`src/rtl/mac_pkg.sv`:
```
// Shared constants and types for the MAC result drain stage.
// Lane geometry, quantisation limits and the drain FSM encoding live here.
package mac_pkg;

    localparam int LANES  = 16;
    localparam int ACC_W  = 17;
    localparam int Q_W    = 8;
    localparam int SH_W   = 4;
    localparam int LANE_W = $clog2(LANES);

    localparam int Q_MAX = 127;
    localparam int Q_MIN = -128;

    typedef enum logic {
        IDLE,
        DRAIN
    } state_t;

    typedef logic [LANE_W-1:0] laneIdx_t;

    localparam laneIdx_t LAST_LANE = laneIdx_t'(LANES - 1);

endpackage

```
`src/rtl/requant_lane.sv`:
```
// Combinational requantiser for one accumulator lane:
// round-half-up, arithmetic right shift, optional ReLU, saturate to Q_W bits.
module requant_lane
    import mac_pkg::*;
(
    input  logic [ACC_W-1:0] acc,
    input  logic [SH_W-1:0]  shift,
    input  logic             relu,
    output logic [Q_W-1:0]   q
);

    localparam logic signed [ACC_W:0] SAT_HI = (ACC_W + 1)'(Q_MAX);
    localparam logic signed [ACC_W:0] SAT_LO = (ACC_W + 1)'(Q_MIN);

    logic signed [ACC_W:0] rnd;
    logic signed [ACC_W:0] sum;
    logic signed [ACC_W:0] shifted;

    // One extra bit of headroom keeps x + rounding constant from overflowing.
    always_comb begin
        // NOTE: every variable gets a value before any branch so no latch is inferred.
        rnd = '0;
        if (shift != '0) begin
            rnd = (ACC_W + 1)'(1) << (shift - 1'b1);
        end
        sum     = $signed({acc[ACC_W-1], acc}) + rnd;
        shifted = sum >>> shift;
        if (relu && shifted[ACC_W]) begin
            shifted = '0;
        end

        q = shifted[Q_W-1:0];
        if (shifted > SAT_HI) begin
            q = SAT_HI[Q_W-1:0];
        end else if (shifted < SAT_LO) begin
            q = SAT_LO[Q_W-1:0];
        end
    end

endmodule

```
`src/rtl/mac_result_drain.sv`:
```
// Captures one 16-lane accumulator block and streams requantised lanes out
// one per cycle on valid/ready; single-buffered, stalls on back-pressure.
module mac_result_drain
    import mac_pkg::*;
(
    input  logic                   Clk,
    input  logic                   reset,
    input  logic                   in_valid,
    output logic                   in_ready,
    input  logic [LANES*ACC_W-1:0] in_data,
    input  logic [SH_W-1:0]        shift_amt,
    input  logic                   relu_en,
    output logic                   out_valid,
    input  logic                   out_ready,
    output logic [Q_W-1:0]         out_data,
    output laneIdx_t               out_lane,
    output logic                   out_last,
    output logic                   busy
);

    state_t   state;
    state_t   nextState;
    laneIdx_t cnt;

    logic [LANES-1:0][ACC_W-1:0] bank;
    logic [SH_W-1:0]             shReg;
    logic                        reluReg;

    logic           outValid;
    logic [Q_W-1:0] outData;
    laneIdx_t       outLane;
    logic           outLast;

    logic           capture;
    logic           load;
    logic [Q_W-1:0] laneQ;

    requant_lane uRequant (
        .acc   (bank[cnt]),
        .shift (shReg),
        .relu  (reluReg),
        .q     (laneQ)
    );

    // in_ready is gated by reset so it reads low throughout any reset cycle.
    always_comb begin
        nextState = state;
        in_ready  = 1'b0;
        capture   = 1'b0;
        load      = 1'b0;
        case (state)
            IDLE: begin
                in_ready = !reset;
                if (in_valid && !reset) begin
                    capture   = 1'b1;
                    nextState = DRAIN;
                end
            end
            DRAIN: begin
                load = !outValid || out_ready;
                if (load && cnt == LAST_LANE) begin
                    nextState = IDLE;
                end
            end
            default: nextState = IDLE;
        endcase
    end

    always_ff @(posedge Clk) begin
        // NOTE: sequential state uses non-blocking assignments so every flop samples pre-edge values.
        if (reset) begin
            state <= IDLE;
        end else begin
            state <= nextState;
        end
    end

    always_ff @(posedge Clk) begin
        if (reset) begin
            // NOTE: the capture bank is cleared on reset so no stale block can ever be drained.
            bank     <= '0;
            shReg    <= '0;
            reluReg  <= 1'b0;
            cnt      <= '0;
            outValid <= 1'b0;
            outData  <= '0;
            outLane  <= '0;
            outLast  <= 1'b0;
        end else begin
            if (capture) begin
                bank    <= in_data;
                shReg   <= shift_amt;
                reluReg <= relu_en;
                cnt     <= '0;
            end
            if (load) begin
                outValid <= 1'b1;
                outData  <= laneQ;
                outLane  <= cnt;
                outLast  <= (cnt == LAST_LANE);
                cnt      <= cnt + 1'b1;
            end else if (outValid && out_ready) begin
                outValid <= 1'b0;
            end
        end
    end

    assign out_valid = outValid;
    assign out_data  = outData;
    assign out_lane  = outLane;
    assign out_last  = outLast;
    assign busy      = (state != IDLE) || outValid;

endmodule

```
`config.mk`:
```
export PLATFORM = sky130hd
export DESIGN_NAME = mac_result_drain
export DESIGN_NICKNAME = d
export VERILOG_FILES = /design/src/rtl/mac_pkg.sv /design/src/rtl/requant_lane.sv /design/src/rtl/mac_result_drain.sv
export SDC_FILE = /design/constraint.sdc
export NUM_CORES = 1
export LEC_CHECK = 0
export BUFFER_PORTS_ARGS = -buffer_cell sky130_fd_sc_hd__buf_2
export CORE_ASPECT_RATIO = 0.6
export CORE_MARGIN = 2
export CORE_UTILIZATION = 50
export DETAILED_ROUTE_END_ITERATION = 7
export GPL_TIMING_DRIVEN = 0
export PLACE_DENSITY = 0.74
export SLEW_MARGIN = 10
export SYNTH_ARGS = -nofsm -noshare
export SYNTH_HDL_FRONTEND = slang
export SYNTH_SLANG_ARGS = --single-unit
```
`constraint.sdc`:
```
create_clock -name Clk -period 7.45 [get_ports Clk]
set_input_delay 1.49 -clock Clk [delete_from_list [all_inputs] [get_ports Clk]]
set_output_delay 1.49 -clock Clk [all_outputs]
set_load 0.01 [all_outputs]
```
==> results.sh <==
export IMPL_num_rows=48
export IMPL_antenna_found_initial=11
export IMPL_postCtsSetupRepairBufs=0
export IMPL_rr_worst_depth=19
export IMPL_synth_async_sr_flop_share_pct=0
export IMPL_postCtsResizedCells=0
export IMPL_period_share_pct=92.97
export IMPL_grt_overflow_total=0
export IMPL_r2r_start="cnt[0]"
export IMPL_cp_data_required_time_ns=7.93
export IMPL_worstHoldStart="out_lane[3]"
export IMPL_start_util_pct=51.22
export IMPL_fin_tns_setup_ns=0
export IMPL_postCtsHoldBufs=0
export IMPL_hold_depth=2
export IMPL_first_pass_iters=6
export IMPL_hp_class="flop to flop"
export IMPL_grtUsageMet3_pct=11.94
export IMPL_worst_path_buf_inv=5
export IMPL_synth_net_count=1990
export IMPL_postSynthAreaPerCell_um2=8.769
export IMPL_grt_pass1_vias=13490
export IMPL_met2_usage_pct=48.84
export IMPL_viasPerCell=5.839
export IMPL_power_per_cell_area_nw_per_um2=226.9
export IMPL_clock_sinks=296
export IMPL_vias=14260
export IMPL_use_met1_pct=49.37
export IMPL_insertion_delay_ns=0.59
export IMPL_worst_r2r_setup_slack_ns=0.52
export IMPL_cap_violations=0
export IMPL_seq_area_frac_synth_pct=39.96
export IMPL_crit_type="flop to flop"
export IMPL_synth_cell_types=74
export IMPL_grt_total_usage_pct=34.37
export IMPL_finalSetupViolations=0
export IMPL_nets=2315
export IMPL_ir_worst_vdd_mv=0.1641
export IMPL_synth_edf_count=0
export IMPL_synth_flop_cell="dfxtp_1"
export IMPL_clkTransAtPathRegs_ns=0.07
export IMPL_finalHoldViolCount=0
export IMPL_min_to="out_lane[3]"
export IMPL_synthCells=1691
export IMPL_grt_max_degree=16
export IMPL_end_kind="flop"
export IMPL_num_fill_cells=2570
export IMPL_ys_warn_count=0
export IMPL_cts_buffers=28
export IMPL_r2r_end="out_data[5]"
export IMPL_mostFrequentLayoutCell="nand2_1"
export IMPL_p_leak_nw=8.086
export IMPL_crit_fanout=10
export IMPL_max_freq_mhz=144.4
export IMPL_die_h_um=137.4
export IMPL_relSlewSlack_pct=33.00
export IMPL_cp_cell_sequence="clkbuf_1, clkbuf_2, clkbuf_1, clkbuf_1, mux4_2, mux4_2, ha_1, buf_4, a21oi_1, o21ai_1, a21o_1, o211ai_1, nand3_1, o21ai_1, o311ai_1, a2111oi_2, a41o_2, nand4_2, a211oi_2"
export IMPL_cp_slowest_cell="clkbuf_1"
export IMPL_fin_worst_skew_ns=0.03855
export IMPL_cts_tree="done"
export IMPL_cts_max_path_buffers=3
export IMPL_cts_max_level=1
export IMPL_crit_path_start_kind="flop"
export IMPL_synth_top_area_share_pct=39.96
export IMPL_rsz0062_at_grt="no"
export IMPL_drc=0
export IMPL_io_buffers=295
export IMPL_netlist_top_cells_area="dfxtp_1, nand2_1, nand3b_1, mux4_2, clkbuf_1"
export IMPL_ys_ff_latch=296
export IMPL_cts_root_buf="clkbuf_16"
export IMPL_status="finished clean"
export IMPL_grt_pass1_wl_mm=79.41
export IMPL_min_period_ns=6.926
export IMPL_netlist_area_um2=14830
export IMPL_die_w_um=226.3
export IMPL_slowest_delay_ns=0.59
export IMPL_tightest_slew_ns=1.005
export IMPL_totalWireLength_mm=53.77
export IMPL_initialDrtViolationCount=1650
export IMPL_crit_top_cell="clkbuf_1"
export IMPL_crit_family="compound AO/OA/AOI/OAI gates"
export IMPL_drv_slew=0
export IMPL_wl_per_cell_um=22.02
export IMPL_boundaryPins=297
export IMPL_dieArea_um2=31090
export IMPL_ant_nets=0
export IMPL_drive_gt1_share_pct=22.48
export IMPL_syn_to_final_growth_pct=19.68
export IMPL_gp_congestion=1.018
export IMPL_top_usage_layer="met1"
export IMPL_yosys_area_top_type="dfxtp_1"
export IMPL_final_cell_mix="nand2_1, buf_2, dfxtp_1"
export IMPL_hpwl_mm=42.06
export IMPL_worstPathArrival_ns=7.41
export IMPL_core_area_um2=28950
export IMPL_finish_utilization_pct=61.30
-- tightest hold or removal path: cells and delay by family, from the launching register on --
| kind | cells | cell delay [ns] |
|---|---|---|
| DFF | 1 | 0.31 |
| and+or+nand+nor | 1 | 0.05 |
| AOI/OAI and AO/OA | 1 | 0.05 |
-- how the worst max path moves through the flow --
stage	startpoint	endpoint	depth (start not counted)	slack, ns
global route	cnt[0]	out_data[6]	19	0.24
global placement	cnt[0]	out_data[3]	19	0.37
CTS	cnt[0]	out_data[5]	19	0.35
floorplan	cnt[0]	out_data[1]	19	2.03
finish	cnt[0]	out_data[5]	19	0.52
detailed placement	cnt[0]	out_data[5]	19	0.40
-- cell type report --
cell class | count | area [um^2] | area share, %
Clock inverter | 11 | 110.1 | 0.6205
Buffer | 139 | 545.5 | 3.074
Sequential cell | 296 | 5926 | 33.39
Multi-Input combinational cell | 1248 | 8329 | 46.94
Inverter | 8 | 30.03 | 0.1692
Tap cell | 400 | 500.5 | 2.820
Antenna cell | 5 | 12.51 | 0.07051
Timing Repair Buffer | 295 | 1476 | 8.320
Clock buffer | 40 | 815.8 | 4.597
-- synth_stat cells, drive strengths merged, types with 4 or more instances --
library cell,number
o211ai,11
and2,6
nor2b,4
nand2,596
o21a,5
mux2i,18
o31ai,8
dfxtp,296
inv,7
mux4,85
a21o,6
a221oi,7
clkbuf,93
buf,46
xnor2,8
nand4,5
a211oi,13
xor2,5
nand3b,274
mux2,5
a21oi,33
nor3,9
nand3,12
ha,17
o21ai,20
nor2,49
-- metal layers --
metal	wire length (um)	share of wire, %
met4	1472	2.7
met3	7153	13
met1	23590	44
met5	41	0.076
met2	21510	40
-- per-stage QoR --
step | worst slack [ns] | power, mW | hold slack (ns) | cell area (um^2) | std cells
floorplan | 2.035 | 2.271 | 0.4462 | 14830 | 1691
global placement | 0.3739 | 2.569 | 0.4446 | 16800 | 2386
detailed placement | 0.4015 | 2.578 | 0.4512 | 16800 | 2386
CTS | 0.3514 | 4.006 | 0.4603 | 17730 | 2437
global route | 0.2375 | 4.162 | 0.4767 | 17740 | 2440
finish | 0.5241 | 4.027 | 0.4578 | 17750 | 2442
-- flip-flops by register name, summed over array words and instances, names as in the netlist --
signal / flops
cnt: 4
reluReg: 1
out_last: 1
state: 1
shReg: 4
bank: 272
out_data: 8
out_lane: 4
out_valid: 1
-- where the power goes --
part	internal, mW	switching [mW]
combinational	0.324	0.467
sequential	1.71	0.0757
clock	0.800	0.649
total	2.83	1.19
-- kinds of logic after synthesis --
group	after synthesis	synth area share, %
flops	296	39.96
compound gates	133	6.683
xor+xnor	13	0.8185
buf+inv	147	3.865
other cells	1	0.02529
fa+ha+maj	18	1.569
simple gates	975	32.57
mux	108	14.51
Note: power is estimated with default switching activity, not from simulation.
